`src/rtl/jtframe_serjoy_pkg.sv`:
```
// Shared types, mode encodings and helpers for the serial joystick reader.
package jtframe_serjoy_pkg;

    typedef enum logic [2:0] {
        IDLE,
        LOAD,
        SHIFT,
        CMP,
        GAP
    } state_t;

    localparam logic [1:0] MODE_OFF = 2'd0;
    localparam logic [1:0] MODE_1P  = 2'd1;
    localparam logic [1:0] MODE_2P  = 2'd2;

    // Requested player count limited to what the chain was built for
    function automatic logic [2:0] clamp_players(input logic [1:0] mode,
                                                 input int unsigned max_players);
        logic [2:0] m;
        m = {1'b0, mode};
        if (32'(m) > max_players) begin
            m = 3'(max_players);
        end
        return m;
    endfunction

endpackage

```
`src/rtl/jtframe_serjoy_tick.sv`:
```
// Free-running prescaler: one-cycle tick every DIV system clocks.
module jtframe_serjoy_tick #(
    parameter int DIV = 4
) (
    input  logic clk,
    input  logic rst_n,
    output logic tick
);
    localparam int PW = (DIV > 1) ? $clog2(DIV) : 1;

    logic [PW-1:0] pre_reg;

    assign tick = (pre_reg == PW'(DIV - 1));

    // Count 0..DIV-1 and wrap; only the reset restarts the phase
    always_ff @(posedge clk or negedge rst_n) begin
        if (!rst_n) begin
            pre_reg <= '0;
        end else if (tick) begin
            pre_reg <= '0;
        end else begin
            pre_reg <= pre_reg + PW'(1);
        end
    end

endmodule

```
`src/rtl/jtframe_serjoy.sv`:
```
// Serial (DB15/SNAC) joystick chain reader with a two-scan agreement
// filter and runtime player count.
module jtframe_serjoy
    import jtframe_serjoy_pkg::*;
#(
    parameter int PLAYERS    = 2,
    parameter int BITS       = 12,
    parameter int DIV        = 4,
    parameter int LOAD_TICKS = 2,
    parameter int GAP_TICKS  = 1000
) (
    input  logic                    clk,
    input  logic                    rst_n,
    input  logic [1:0]              mode,
    input  logic                    joy_data,
    output logic                    joy_clk,
    output logic                    joy_load,
    output logic                    active,
    output logic [PLAYERS*BITS-1:0] joy_out,
    output logic                    upd,
    output logic                    scan_err
);
    localparam int PB = PLAYERS * BITS;
    localparam int CW = $clog2(PB + 1);
    localparam int LW = $clog2(LOAD_TICKS + 1);
    localparam int GW = $clog2(GAP_TICKS + 1);

    logic          tick;
    state_t        state_reg;
    logic [2:0]    n_reg;
    logic [2:0]    n_req;
    logic [CW-1:0] total_reg;
    logic [CW-1:0] cnt_reg;
    logic [LW-1:0] lcnt_reg;
    logic [GW-1:0] gcnt_reg;
    logic          phase_reg;
    logic [PB-1:0] raw_reg;
    logic [PB-1:0] prev_reg;
    logic          prev_vld_reg;
    logic [PB-1:0] out_reg;
    logic [PB-1:0] pmask;
    logic          data_s1_reg;
    logic          data_s2_reg;
    logic          joy_clk_reg;
    logic          joy_load_reg;
    logic          active_reg;
    logic          upd_reg;
    logic          err_reg;

    jtframe_serjoy_tick #(.DIV(DIV)) u_tick (
        .clk   (clk),
        .rst_n (rst_n),
        .tick  (tick)
    );

    assign n_req = clamp_players(mode, PLAYERS);

    // Players beyond the latched chain length never reach joy_out
    for (genvar gi = 0; gi < PLAYERS; gi++) begin : g_mask
        assign pmask[gi*BITS +: BITS] = (32'(n_reg) > gi) ? {BITS{1'b1}} : {BITS{1'b0}};
    end

    // Two-flop synchroniser on the serial line; idles released (high)
    always_ff @(posedge clk or negedge rst_n) begin
        if (!rst_n) begin
            data_s1_reg <= 1'b1;
            data_s2_reg <= 1'b1;
        end else begin
            data_s1_reg <= joy_data;
            data_s2_reg <= data_s1_reg;
        end
    end

    // User-port mode select follows the requested mode one cycle later
    always_ff @(posedge clk or negedge rst_n) begin
        if (!rst_n) begin
            active_reg <= 1'b0;
        end else begin
            active_reg <= (mode != MODE_OFF);
        end
    end

    // Scan sequencer: load strobe, bit shifting, agreement filter, idle gap
    always_ff @(posedge clk or negedge rst_n) begin
        if (!rst_n) begin
            state_reg    <= IDLE;
            n_reg        <= '0;
            total_reg    <= '0;
            cnt_reg      <= '0;
            lcnt_reg     <= '0;
            gcnt_reg     <= '0;
            phase_reg    <= 1'b0;
            raw_reg      <= '0;
            prev_reg     <= '0;
            prev_vld_reg <= 1'b0;
            out_reg      <= '0;
            joy_clk_reg  <= 1'b0;
            joy_load_reg <= 1'b0;
            upd_reg      <= 1'b0;
            err_reg      <= 1'b0;
        end else begin
            upd_reg <= 1'b0;
            err_reg <= 1'b0;
            if (state_reg != IDLE && tick && mode == MODE_OFF) begin
                // Turning the port off abandons the scan and forgets history
                state_reg    <= IDLE;
                joy_clk_reg  <= 1'b0;
                joy_load_reg <= 1'b0;
                out_reg      <= '0;
                prev_reg     <= '0;
                prev_vld_reg <= 1'b0;
            end else begin
                case (state_reg)
                    IDLE: begin
                        joy_clk_reg  <= 1'b0;
                        joy_load_reg <= 1'b0;
                        if (mode == MODE_OFF) begin
                            out_reg      <= '0;
                            prev_vld_reg <= 1'b0;
                        end else if (tick) begin
                            n_reg     <= n_req;
                            total_reg <= CW'(32'(n_req) * BITS);
                            if (n_req != n_reg) begin
                                // A different chain length makes the old scan meaningless
                                prev_reg     <= '0;
                                prev_vld_reg <= 1'b0;
                            end
                            raw_reg   <= '0;
                            lcnt_reg  <= '0;
                            state_reg <= LOAD;
                        end
                    end
                    LOAD: begin
                        if (tick) begin
                            if (lcnt_reg == LW'(LOAD_TICKS)) begin
                                joy_load_reg <= 1'b0;
                                cnt_reg      <= '0;
                                phase_reg    <= 1'b0;
                                state_reg    <= SHIFT;
                            end else begin
                                joy_load_reg <= 1'b1;
                                lcnt_reg     <= lcnt_reg + LW'(1);
                            end
                        end
                    end
                    SHIFT: begin
                        if (tick) begin
                            if (!phase_reg) begin
                                // First bit out lands at the top of the active window
                                raw_reg     <= {raw_reg[PB-2:0], ~data_s2_reg};
                                joy_clk_reg <= 1'b1;
                                phase_reg   <= 1'b1;
                            end else begin
                                joy_clk_reg <= 1'b0;
                                phase_reg   <= 1'b0;
                                cnt_reg     <= cnt_reg + CW'(1);
                                if (cnt_reg == total_reg - CW'(1)) begin
                                    state_reg <= CMP;
                                end
                            end
                        end
                    end
                    CMP: begin
                        if (prev_vld_reg && raw_reg == prev_reg) begin
                            out_reg <= raw_reg & pmask;
                            upd_reg <= 1'b1;
                        end else if (prev_vld_reg) begin
                            err_reg <= 1'b1;
                        end
                        prev_reg     <= raw_reg;
                        prev_vld_reg <= 1'b1;
                        gcnt_reg     <= '0;
                        state_reg    <= GAP;
                    end
                    GAP: begin
                        if (tick) begin
                            if (gcnt_reg == GW'(GAP_TICKS - 1)) begin
                                state_reg <= IDLE;
                            end else begin
                                gcnt_reg <= gcnt_reg + GW'(1);
                            end
                        end
                    end
                    default: state_reg <= IDLE;
                endcase
            end
        end
    end

    assign joy_clk  = joy_clk_reg;
    assign joy_load = joy_load_reg;
    assign active   = active_reg;
    assign joy_out  = out_reg;
    assign upd      = upd_reg;
    assign scan_err = err_reg;

endmodule

```
`config.mk`:
```
export PLATFORM = sky130hd
export DESIGN_NAME = jtframe_serjoy
export DESIGN_NICKNAME = d
export VERILOG_FILES = /design/src/rtl/jtframe_serjoy_pkg.sv /design/src/rtl/jtframe_serjoy_tick.sv /design/src/rtl/jtframe_serjoy.sv
export SDC_FILE = /design/constraint.sdc
export NUM_CORES = 1
export LEC_CHECK = 0
export ABC_AREA = 0
export CAP_MARGIN = 20
export CORE_MARGIN = 2
export CORE_UTILIZATION = 30
export DETAILED_ROUTE_END_ITERATION = 6
export DONT_BUFFER_PORTS = 1
export GPL_TIMING_DRIVEN = 0
export PLACE_DENSITY_LB_ADDON = 0.08
export SYNTH_ARGS = -nofsm -noshare
export SYNTH_HDL_FRONTEND = slang
export SYNTH_HIERARCHICAL = 1
export SYNTH_SLANG_ARGS = --single-unit
```
`constraint.sdc`:
```
create_clock -name clk -period 2.6 [get_ports clk]
set_input_delay 0.13 -clock clk [delete_from_list [all_inputs] [get_ports clk]]
set_output_delay 0.13 -clock clk [all_outputs]
set_load 0.03 [all_outputs]
```
== Word-level counts from Yosys, hierarchy flattened ==
Index checks and enable logic that the tools add are counted.
Storage, ports and cells
  input port bits: 5
  output and inout port bits: 29
  word-level logic and storage cells: 157
  register bits: 109
Cells by class
  multiplexer cells: 65
  add/subtract/negate cells: 5
  $mul: 1
  magnitude comparators: 3
  reduce and logical (&&, ||, !) cells: 26
  eq/ne operators: 34
  bitwise gates (word level): 4
Operator list (number)
  two-way mux 24 bit: 11
  case mux 24 bit (2 select lines): 3
  inequality test 3 bit, second input constant: 12
  two-way mux 3 bit: 10
  AND 24 bit: 1
  == test 24 bit: 1
  two-way mux 12 bit: 2
  two-way mux 10 bit: 2
  two-way mux 5 bit: 4
  inequality test 2 bit, second input constant: 10
  case mux 10 bit (2 select lines): 1
  two-way mux 1 bit: 19
  AND reduction 6 bit: 3
  case mux 3 bit (5 select lines): 1
  two-way mux 2 bit: 6
  AND reduction 4 bit: 3
  nonzero test 3 bit: 4
  adder 10 x 1 -> 10 bit, second input constant: 1
  == test 10 bit, second input constant: 1
  case mux 5 bit (2 select lines): 1
  nonzero test 2 bit: 5
  AND reduction 9 bit: 1
  inequality test 4 bit, second input constant: 2
  case mux 1 bit (2 select lines): 4
  other kinds (20): 30

== Logic depth before layout (Yosys ltp) ==
Gate-level depths: netlist (run 1).
  word-level depth: 8
  gate-level depth with buffers: 7
  mapped depth without buffers: 7

== Modules after synthesis ==
The synthesis (run 1) kept the hierarchy.
Modules (own cells, without submodules)
  jtframe_serjoy: cells an instance 475, area an instance 4809.6 sq um, sequential area each 2630.0 sq um, instances 1
  jtframe_serjoy_tick: cells an instance 4, area an instance 66.3 sq um, sequential area each 50.0 sq um, instances 1

== Worst setup path after synthesis (run 1) ==
OpenSTA, ideal clock, no wires.
  path kind: register to register
  from: reg u_tick.pre_reg[0]
  to: reg gcnt_reg[6]
  clock period less this slack: 1.868 ns
  library setup time: 0.078 ns
  slack: 0.732 ns
  stages on the path, launching flop included: 7
  arrival time: 1.790 ns
  required time: 2.522 ns
  path buffers: 0
  cell sequence: dfrtp_1 -> ha_1 -> nor3b_2 -> nor3_2 -> a21oi_2 -> or4_1 -> a21oi_1
Between the ends
  longest elaborated chain between the ends: 5
  elaborated cells between the ends (all ways): 6
  those cells by class: eq/ne (2); bitwise (1); reduce/logical (3)
Ends and longest elaborated chain
  start: declaration: RTL line jtframe_serjoy_tick.sv:11  | logic [PW-1:0] pre_reg;
  start signal: assignment: RTL line jtframe_serjoy_tick.sv:22  | pre_reg <= pre_reg + PW'(1);
  == test 2 bit *: RTL line jtframe_serjoy_tick.sv:13  | assign tick = (pre_reg == PW'(DIV - 1));
  via tick: RTL line jtframe_serjoy.sv:28  | logic tick;
  logical AND 1 bit (2 in a row): RTL line jtframe_serjoy.sv:104  | if (state_reg != IDLE && tick && mode == MODE_OFF) begin
  NOT 1 bit (no line)
  AND reduction 4 bit (no line) *
  end signal: assignment: RTL line jtframe_serjoy.sv:180  | gcnt_reg <= gcnt_reg + GW'(1);
  end: declaration: RTL line jtframe_serjoy.sv:35  | logic [GW-1:0] gcnt_reg;
The timed path passes the listed nets; every way through them passes the cells marked *.
A chain may end at the register's enable or synchronous reset.

== Worst setup path after layout (run 1) ==
  from: reg raw_reg[19]
  to: reg out_reg[2] (netlist: joy_out[2])
Between the ends
  longest elaborated chain between the ends: 4
Ends and longest elaborated chain
  start: declaration: RTL line jtframe_serjoy.sv:37  | logic [PB-1:0] raw_reg;
  start signal: assignment: RTL line jtframe_serjoy.sv:150  | raw_reg <= {raw_reg[PB-2:0], ~data_s2_reg};
  == test 24 bit: RTL line jtframe_serjoy.sv:164  | if (prev_vld_reg && raw_reg == prev_reg) begin
  logical AND 1 bit: RTL line jtframe_serjoy.sv:164
  inequality test 3 bit (no line)
  AND reduction 3 bit (no line)
  end signal: assignment: RTL line jtframe_serjoy.sv:165  | out_reg <= raw_reg & pmask;
  end: declaration: RTL line jtframe_serjoy.sv:40  | logic [PB-1:0] out_reg;
Every way passes these cells.

==> impl_metrics.yaml, run 1 <==
run_status:
  status: "finished, violations left"
  violations: "negative hold slack"
flow_run:
  drv_cap: 0
place:
  dp_hpwl_um: 8311
  numPortBuffers: 0
  gp_congestion: 0.7288
yosys:
  ys_seq_area_frac: 0.5497
  synth.distinct_cells: 50
  synth_area_um2: 4876
  yosysMostFrequentCell: "dfrtp_1"
  synth.avg_cell_area_um2: 10.18
  yosysTopAreaCell: "dfrtp_1"
  yosys-top-cells-count: "105 x dfrtp_1, 79 x nand2_1, 31 x xnor2_1, 30 x o21ai_0, 27 x a22o_1"
  synth_fp_nets: 489
  yosys-top-cells-area: "dfrtp_1 54%, nand2_1 6.1%, xnor2_1 5.6%, a22o_1 4.8%, o21ai_0 3.1%"
  ys.flop_type: "dfrtp_1"
  synth_warnings: 6
  async_flop_share: 1.000
  ys_ff_latch: 107
  syn_inst: 479
  synth_edf_count: 0
  netlist.area_leader.share: 0.5389
timing:
  hold_ws_ps: -542.5
  setup-violations-final: 0
  finClkSkew_ps: 12.78
  setup-tns-final_ps: 0
  finalMaxSlewViolations: 0
  tightest_slew_ps: 1063
  relSlewSlack: 0.2896
  timing.fmax_mhz: 427.2
  finalCriticalPeriod_ps: 2341
  period_share: 0.9004
  rsz0062_at_grt: "false"
  hold_viol: 107
clock_tree:
  hold_buffers: 1
  post_cts_buffers: 0
  post_cts_resized: 0
  clk_pin_slew_ps: 80
  cts_sinks: 107
  root_buffer: "clkbuf_16"
  cts-htree-levels: 3
  cts_buffers: 9
  clk-insertion-delay-late_ps: 370
  cts_buffer_depth: 2
  cts_tree: "yes"
global_route:
  groute.usage.overall: 0.1498
  grt-ovfl-total: 0
  antenna_found_initial: 0
  grt_max_degree: 108
  grt_pass1_wl_um: 20340
  grt_pass1_vias: 3627
die:
  start_util: 0.3069
  dieArea_um2: 17290
  pin_count: 34
  die_w_um: 131.5
  core_area_um2: 15890
  std_cell_rows: 46
  die_y_um: 131.5
hold_path:
  holdCritPathClass: "input pin to async pin"
finish:
  nets: 501
  n_fill_cell: 1679
  syn2layout_area_growth_pct: 12.06
  diodes: 0
  drive_gt1_frac: 0.07863
setup_path:
  cp.required_ps: 2830
  critPathLaunchType: "flop"
  critical_path_class: "flop to flop"
  crit_fanout: 10
  endpoint_kind: "flop"
  cp.arrival_ps: 2570
detailed_routing:
  antenna_left: 0
  wire_per_inst_um: 17.06
  vias: 3521
  routed_wl_um: 12150
  route.detailed.drc: 0
  dr.pass1.iters: 4
  via_per_inst: 4.945
  drt_iter0_markers: 233
power:
  total_power_mw: 3.577
  peakVddDrop_mv: 0.3246
  power_density_nw_per_um2: 654.6
  p_leak_nw: 2.270
metrics by stage:
step                cell area [um2]    util  hold WS, ps  std cells  setup slack [ps]
floorplan                      4876       -       -165.6        479             731.8
global placement               5146  0.3240       -161.9        695             248.9
detailed placement             5146  0.3240       -161.0        695             234.6
CTS                            5464  0.3440       -558.9        712             226.9
global route                   5464  0.3440       -568.5        712             95.11
finish                         5464  0.3440       -542.5        712             259.0
final timing paths:
| check | startpoint | end | slack (ps) | cells past startpoint |
|---|---|---|---|---|
| worst max register to register | raw_reg[19]$_DFFE_PN0P_ | joy_out[2]$_DFFE_PN0P_ | 260 | 7 |
| max in group asynchronous | rst_n | data_s1_reg$_DFF_PN1_ | 2950 | 0 |
| worst max-delay path | raw_reg[19]$_DFFE_PN0P_ | joy_out[2]$_DFFE_PN0P_ | 260 | 7 |
| min in group clk | mode[1] | active$_DFF_PN0_ | 30 | 2 |
| worst min register to register | data_s1_reg$_DFF_PN1_ | data_s2_reg$_DFF_PN1_ | 360 | 0 |
| worst min-delay path | rst_n | raw_reg[15]$_DFFE_PN0P_ | -540 | 0 |
layout by cell type (no fill, tap or decap), drive strengths merged, types with 5 or more instances in the layout:
master,count
buf,12
dfrtp,105
nor3,5
xnor2,31
o31ai,20
nor2,15
o22ai,15
clkbuf,22
inv,28
ha,5
nand2,79
o21ai,37
nand3,19
a21oi,9
a22o,27
nand4,9
routing by layer:
layer  vias up  GRT usage  share of wire
met5         -          0              0
met4         0    0.03804          0.011
met3         9    0.04167          0.041
met2        62     0.2353           0.47
met1      1733     0.2043           0.48
li1       1717          -              -
final cells by class:
type | count | area (um2) | area share
Clock inverter | 7 | 82.58 | 0.01511
Clock buffer | 9 | 225.2 | 0.04122
Buffer | 25 | 113.9 | 0.02084
Timing Repair Buffer | 1 | 10.01 | 0.001832
Sequential cell | 107 | 2680 | 0.4905
Multi-Input combinational cell | 323 | 1992 | 0.3646
Tap cell | 216 | 270.3 | 0.04946
Inverter | 24 | 90.09 | 0.01649
power breakdown:
group	leakage [nW]	switching, mW	total, mW	internal, mW
registers	1.46	0.0855	1.82	1.73
logic	0.662	0.186	0.307	0.121
clock network	0.150	0.683	1.45	0.767
cell families after synthesis:
logic type,Yosys count,synth area share
adder cells (fa/ha/maj),5,0.01283
AND/OR/NAND/NOR,160,0.1606
buffers and inverters,49,0.04183
AO/OA/AOI/OAI,123,0.1722
XOR/XNOR,35,0.06287
flip-flops,107,0.5497
critical path, stage by stage, from the launching register on:
cell	delay [ps]
dfrtp_1	440
xnor2_1	290
nand4_1	200
nor4_4	510
and4_1	250
buf_2	200
buf_4	230
o22ai_1	90
No activity file was read; power rests on OpenSTA's default activity.
==> run 2, diff against run 1 <==
--- a/config.mk
+++ b/config.mk
@@ -8,7 +8,7 @@
 export ABC_AREA = 0
 export CAP_MARGIN = 20
 export CORE_MARGIN = 2
-export CORE_UTILIZATION = 30
+export CORE_UTILIZATION = 29
 export DETAILED_ROUTE_END_ITERATION = 6
 export DONT_BUFFER_PORTS = 1
 export GPL_TIMING_DRIVEN = 0
==> run 2 against run 1 <==
Compared with the run above: the flow still finishes with violations (negative hold slack); maximum frequency about the same; first-iteration DRC count down 25%; die area up 3.3%; clock power about the same; register-to-register slack about the same; sequential share of layout area unchanged; largest power group unchanged.
==> impl_metrics.yaml, run 2 (synthesis gave the netlist of run 1 again) <==
timing:
  hold_ws_ps: -532.5
  finalCriticalPeriod_ps: 2342
  setup-tns-final_ps: 0
  rsz0062_at_grt: "false"
  hold_viol: 107
  period_share: 0.9009
  timing.fmax_mhz: 426.9
  finClkSkew_ps: 5.557
  tightest_slew_ps: 1045
  setup-violations-final: 0
  relSlewSlack: 0.3021
  finalMaxSlewViolations: 0
detailed_routing:
  drt_iter0_markers: 174
  wire_per_inst_um: 16.95
  via_per_inst: 4.894
  antenna_left: 0
  route.detailed.drc: 0
  vias: 3504
  dr.pass1.iters: 5
  routed_wl_um: 12140
finish:
  design_area_um2: 5464
  diodes: 0
  drive_gt1_frac: 0.07661
  nets: 501
  n_fill_cell: 1674
  layout_common_cells: "105 x dfrtp_1, 79 x nand2_1, 31 x xnor2_1"
  mostFrequentLayoutCell: "dfrtp_1"
  syn2layout_area_growth_pct: 12.06
hold_path:
  holdCritPathClass: "input pin to async pin"
setup_path:
  crit_fanout: 10
  worstReg2RegStart: "raw_reg[19]$_DFFE_PN0P_"
  crit_slowest_cell: "nor4_4"
  r2r_cells: 7
  cp.required_ps: 2820
  cp.depth: 7
  cp_top_family: "simple AND/OR/NAND/NOR gates"
  crit_chain: "xnor2_1 -> nand4_1 -> nor4_4 -> and4_1 -> buf_2 -> buf_4 -> o22ai_1"
  crit_path_max_incr_delay_ps: 520
  critPathLaunchType: "flop"
  endpoint_kind: "flop"
  cp.arrival_ps: 2560
  r2r-end: "joy_out[3]$_DFFE_PN0P_"
  cp.buffers_inverters: 2
  critical_path_class: "flop to flop"
  reg2reg_slack_ps: 260
run_status:
  status: "finished, violations left"
  violations: "negative hold slack"
die:
  std_cell_rows: 47
  die_w_um: 133.7
  start_util: 0.2951
  pin_count: 34
  core_area_um2: 16520
  die_y_um: 133.7
  dieArea_um2: 17870
clock_tree:
  hold_buffers: 1
  cts_buffers: 9
  post_cts_buffers: 0
  root_buffer: "clkbuf_16"
  cts_sinks: 107
  clk_pin_slew_ps: 70
  clk-insertion-delay-late_ps: 360
  cts_buffer_depth: 2
  cts-htree-levels: 3
  post_cts_resized: 0
  cts_tree: "yes"
place:
  dp_hpwl_um: 8454
  numPortBuffers: 0
  place_area_um2: 5151
  gp_congestion: 0.7355
power:
  peakVddDrop_mv: 0.3033
  p_leak_nw: 2.266
  power_density_nw_per_um2: 649.6
global_route:
  grt_pass1_wl_um: 19980
  grt-ovfl-total: 0
  grt_max_degree: 108
  groute.usage.overall: 0.1452
  antenna_found_initial: 0
  grt_pass1_vias: 3548
flow_run:
  drv_cap: 0
[run 2: layout make-up]
cell class,count,area [um2],share of cell area
multi-input combinational,323,1992,0.3646
inverter,24,90.09,0.01649
clock inverter,5,60.06,0.01099
timing repair buffer,1,10.01,0.001832
tap,220,275.3,0.05038
sequential,107,2680,0.4905
buffer,25,113.9,0.02084
clock buffer,11,242.7,0.04442
[run 2: power by group]
part,internal (mW),switching [mW]
clock,0.778,0.641
sequential,1.73,0.0868
combinational,0.120,0.189
total,2.63,0.916
[run 2: per-layer routing]
| metal | routed length, um | share of wire | up-vias | GRT usage |
|---|---|---|---|---|
| met5 | 0 | 0 | - | 0 |
| met4 | 174 | 0.014 | 0 | 0.04610 |
| met3 | 427 | 0.035 | 10 | 0.03425 |
| met2 | 5913 | 0.49 | 54 | 0.2311 |
| met1 | 5620 | 0.46 | 1731 | 0.1961 |
| li1 | - | - | 1709 | - |
[run 2: worst max path at each step]
| stage | startpoint | end |
|---|---|---|
| after floorplan | u_tick/pre_reg[0]$_DFF_PN0_ | gcnt_reg[6]$_DFFE_PN0P_ |
| after global placement | raw_reg[19]$_DFFE_PN0P_ | joy_out[13]$_DFFE_PN0P_ |
| after detailed placement | raw_reg[19]$_DFFE_PN0P_ | joy_out[2]$_DFFE_PN0P_ |
| after CTS | raw_reg[19]$_DFFE_PN0P_ | joy_out[2]$_DFFE_PN0P_ |
| after global routing | u_tick/pre_reg[0]$_DFF_PN0_ | joy_out[19]$_DFFE_PN0P_ |
| final | raw_reg[19]$_DFFE_PN0P_ | joy_out[3]$_DFFE_PN0P_ |
[run 2: per-stage QoR]
stage | instances | util | total power, mW | setup WS [ps]
CTS | 716 | 0.3307 | 3.604 | 164.2
detailed placement | 699 | 0.3117 | 2.166 | 185.6
finish | 716 | 0.3307 | 3.549 | 257.6
global route | 716 | 0.3307 | 3.729 | 69.55
global placement | 699 | 0.3117 | 2.158 | 168.4
floorplan | 479 | - | 2.073 | 731.8
==> run 3, diff against run 2 <==
--- a/config.mk
+++ b/config.mk
@@ -7,7 +7,7 @@
 export LEC_CHECK = 0
 export ABC_AREA = 0
 export CAP_MARGIN = 20
-export CORE_MARGIN = 2
+export CORE_MARGIN = 3
 export CORE_UTILIZATION = 29
 export DETAILED_ROUTE_END_ITERATION = 6
 export DONT_BUFFER_PORTS = 1
==> run 3 against run 2 <==
Compared with the run above: the flow still finishes with violations (negative hold slack); setup slack gained 31 ps; final area shrank 0.48%; non-clock buffer count is the same; largest cell class unchanged; largest power group unchanged; highest routed layer unchanged.
==> impl_metrics.yaml, run 3 (synthesis gave the netlist of run 1 again) <==
run_status:
  status: "finished, violations left"
  violations: "negative hold slack"
power:
  power_density_nw_per_um2: 633.8
  seq_power_share: 0.529
  switching_share: 0.2585
  p_leak_nw: 2.255
  p_int_mw: 2.555
  p_switching_mw: 0.8909
  peakVddDrop_mv: 0.3838
  comb_power_share: 0.089
  pwr-share-clk: 0.382
detailed_routing:
  routed_wl_um: 12240
  route.detailed.drc: 0
  antenna_left: 0
  dr.pass1.iters: 4
  wire_per_inst_um: 17.19
  via_per_inst: 4.958
  vias: 3530
  drt_iter0_markers: 250
setup_path:
  cp_top_family: "simple AND/OR/NAND/NOR gates"
  crit_fanout: 10
  crit_path_max_incr_delay_ps: 480
  critPathLaunchType: "flop"
  crit_chain: "xnor2_1 -> nand4_1 -> nor4_4 -> and4_1 -> buf_2 -> buf_4 -> o22ai_1"
  cp.required_ps: 2820
  endpoint_kind: "flop"
  cp.arrival_ps: 2530
  critical_path_class: "flop to flop"
  crit_slowest_cell: "nor4_4"
  cp.buffers_inverters: 2
timing:
  hold_ws_ps: -527.2
  relSlewSlack: 0.3821
  setup-tns-final_ps: 0
  timing.fmax_mhz: 432.6
  rsz0062_at_grt: "false"
  setup-violations-final: 0
  finClkSkew_ps: 13.14
  hold_viol: 107
  layout_setup_ws_ps: 288.3
  finalMaxSlewViolations: 0
  period_share: 0.8891
  tightest_slew_ps: 924.9
  finalCriticalPeriod_ps: 2312
finish:
  layout_common_cells: "105 x dfrtp_1, 79 x nand2_1, 31 x xnor2_1"
  diodes: 0
  drive_gt1_frac: 0.07661
  nets: 501
  syn2layout_area_growth_pct: 11.52
  mostFrequentLayoutCell: "dfrtp_1"
clock_tree:
  root_buffer: "clkbuf_16"
  post_cts_buffers: 0
  cts_tree: "yes"
  post_cts_resized: 0
  hold_buffers: 1
  cts_buffer_depth: 2
  cts_buffers: 9
  cts_sinks: 107
  cts-htree-levels: 3
  clk_pin_slew_ps: 70
  clk-insertion-delay-late_ps: 350
die:
  std_cell_rows: 46
  start_util: 0.3015
  pin_count: 34
  dieArea_um2: 18410
  die_w_um: 135.7
  die_y_um: 135.7
  core_area_um2: 16170
global_route:
  grt_pass1_wl_um: 20100
  antenna_found_initial: 0
  grt_max_degree: 108
  grt_pass1_vias: 3553
  groute.usage.overall: 0.1410
  grt-ovfl-total: 0
flow_run:
  drv_cap: 0
place:
  dp_hpwl_um: 8533
  numPortBuffers: 0
  pre_cts_ws_ps: 249.5
  gp_congestion: 0.7528
hold_path:
  holdCritPathClass: "input pin to async pin"
-- run 3: cell types whose count changed in the layout (fill, tap and decap cells not counted) --
cell / delta
clkinvlp_4: +1
clkinv_4: -1
clkbuf_8: +1
bufinv_16: -1
clkinv_2: +1
inv_6: -1
-- run 3: layout make-up --
cell class | instances | area (um2)
tap | 216 | 270.3
multi-input combinational | 323 | 1992
timing repair buffer | 1 | 10.01
buffer | 25 | 113.9
clock buffer | 12 | 256.5
inverter | 24 | 90.09
clock inverter | 4 | 25.02
sequential | 107 | 2680
fill | 1663 | 10740
-- run 3: through the flow --
| step | cell area (um2) | power [mW] | util | instances |
|---|---|---|---|---|
| after CTS | 5438 | 3.520 | 0.3362 | 712 |
| after floorplan | 4876 | 2.073 | - | 479 |
| after detailed placement | 5146 | 2.163 | 0.3182 | 695 |
| after global placement | 5146 | 2.158 | 0.3182 | 695 |
| final | 5438 | 3.446 | 0.3362 | 712 |
| after global routing | 5438 | 3.644 | 0.3362 | 712 |
-- run 3: final timing paths --
kind / slack, ps / cells after the start / to / from
worst max-delay path: 290 / 7 / joy_out[13]$_DFFE_PN0P_ / raw_reg[22]$_DFFE_PN0P_
worst min-delay path: -530 / 0 / lcnt_reg[1]$_DFFE_PN0P_ / rst_n
worst max register to register: 290 / 7 / joy_out[13]$_DFFE_PN0P_ / raw_reg[22]$_DFFE_PN0P_
worst min register to register: 360 / 0 / data_s2_reg$_DFF_PN1_ / data_s1_reg$_DFF_PN1_
max in group asynchronous: 2880 / 0 / data_s1_reg$_DFF_PN1_ / rst_n
min in group clk: 30 / 2 / total_reg[2]$_DFFE_PN0P_ / mode[1]
-- run 3: power by group through the flow --
stage	Sequential (mW)	Combinational (mW)	Clock (mW)
6_report	1.82	0.306	1.32
5_1_grt	1.83	0.353	1.46
4_1_cts	1.82	0.312	1.39
3_5_place_dp	1.85	0.310	0
3_3_place_gp	1.85	0.305	0
2_1_floorplan	1.83	0.238	0
-- run 3: routing by layer --
| layer | wire [um] | GRT usage | part of all wire |
|---|---|---|---|
| met5 | 0 | 0 | 0 |
| met4 | 99 | 0.03527 | 0.0081 |
| met2 | 5655 | 0.2201 | 0.46 |
| met1 | 6043 | 0.1960 | 0.49 |
| met3 | 440 | 0.03678 | 0.036 |
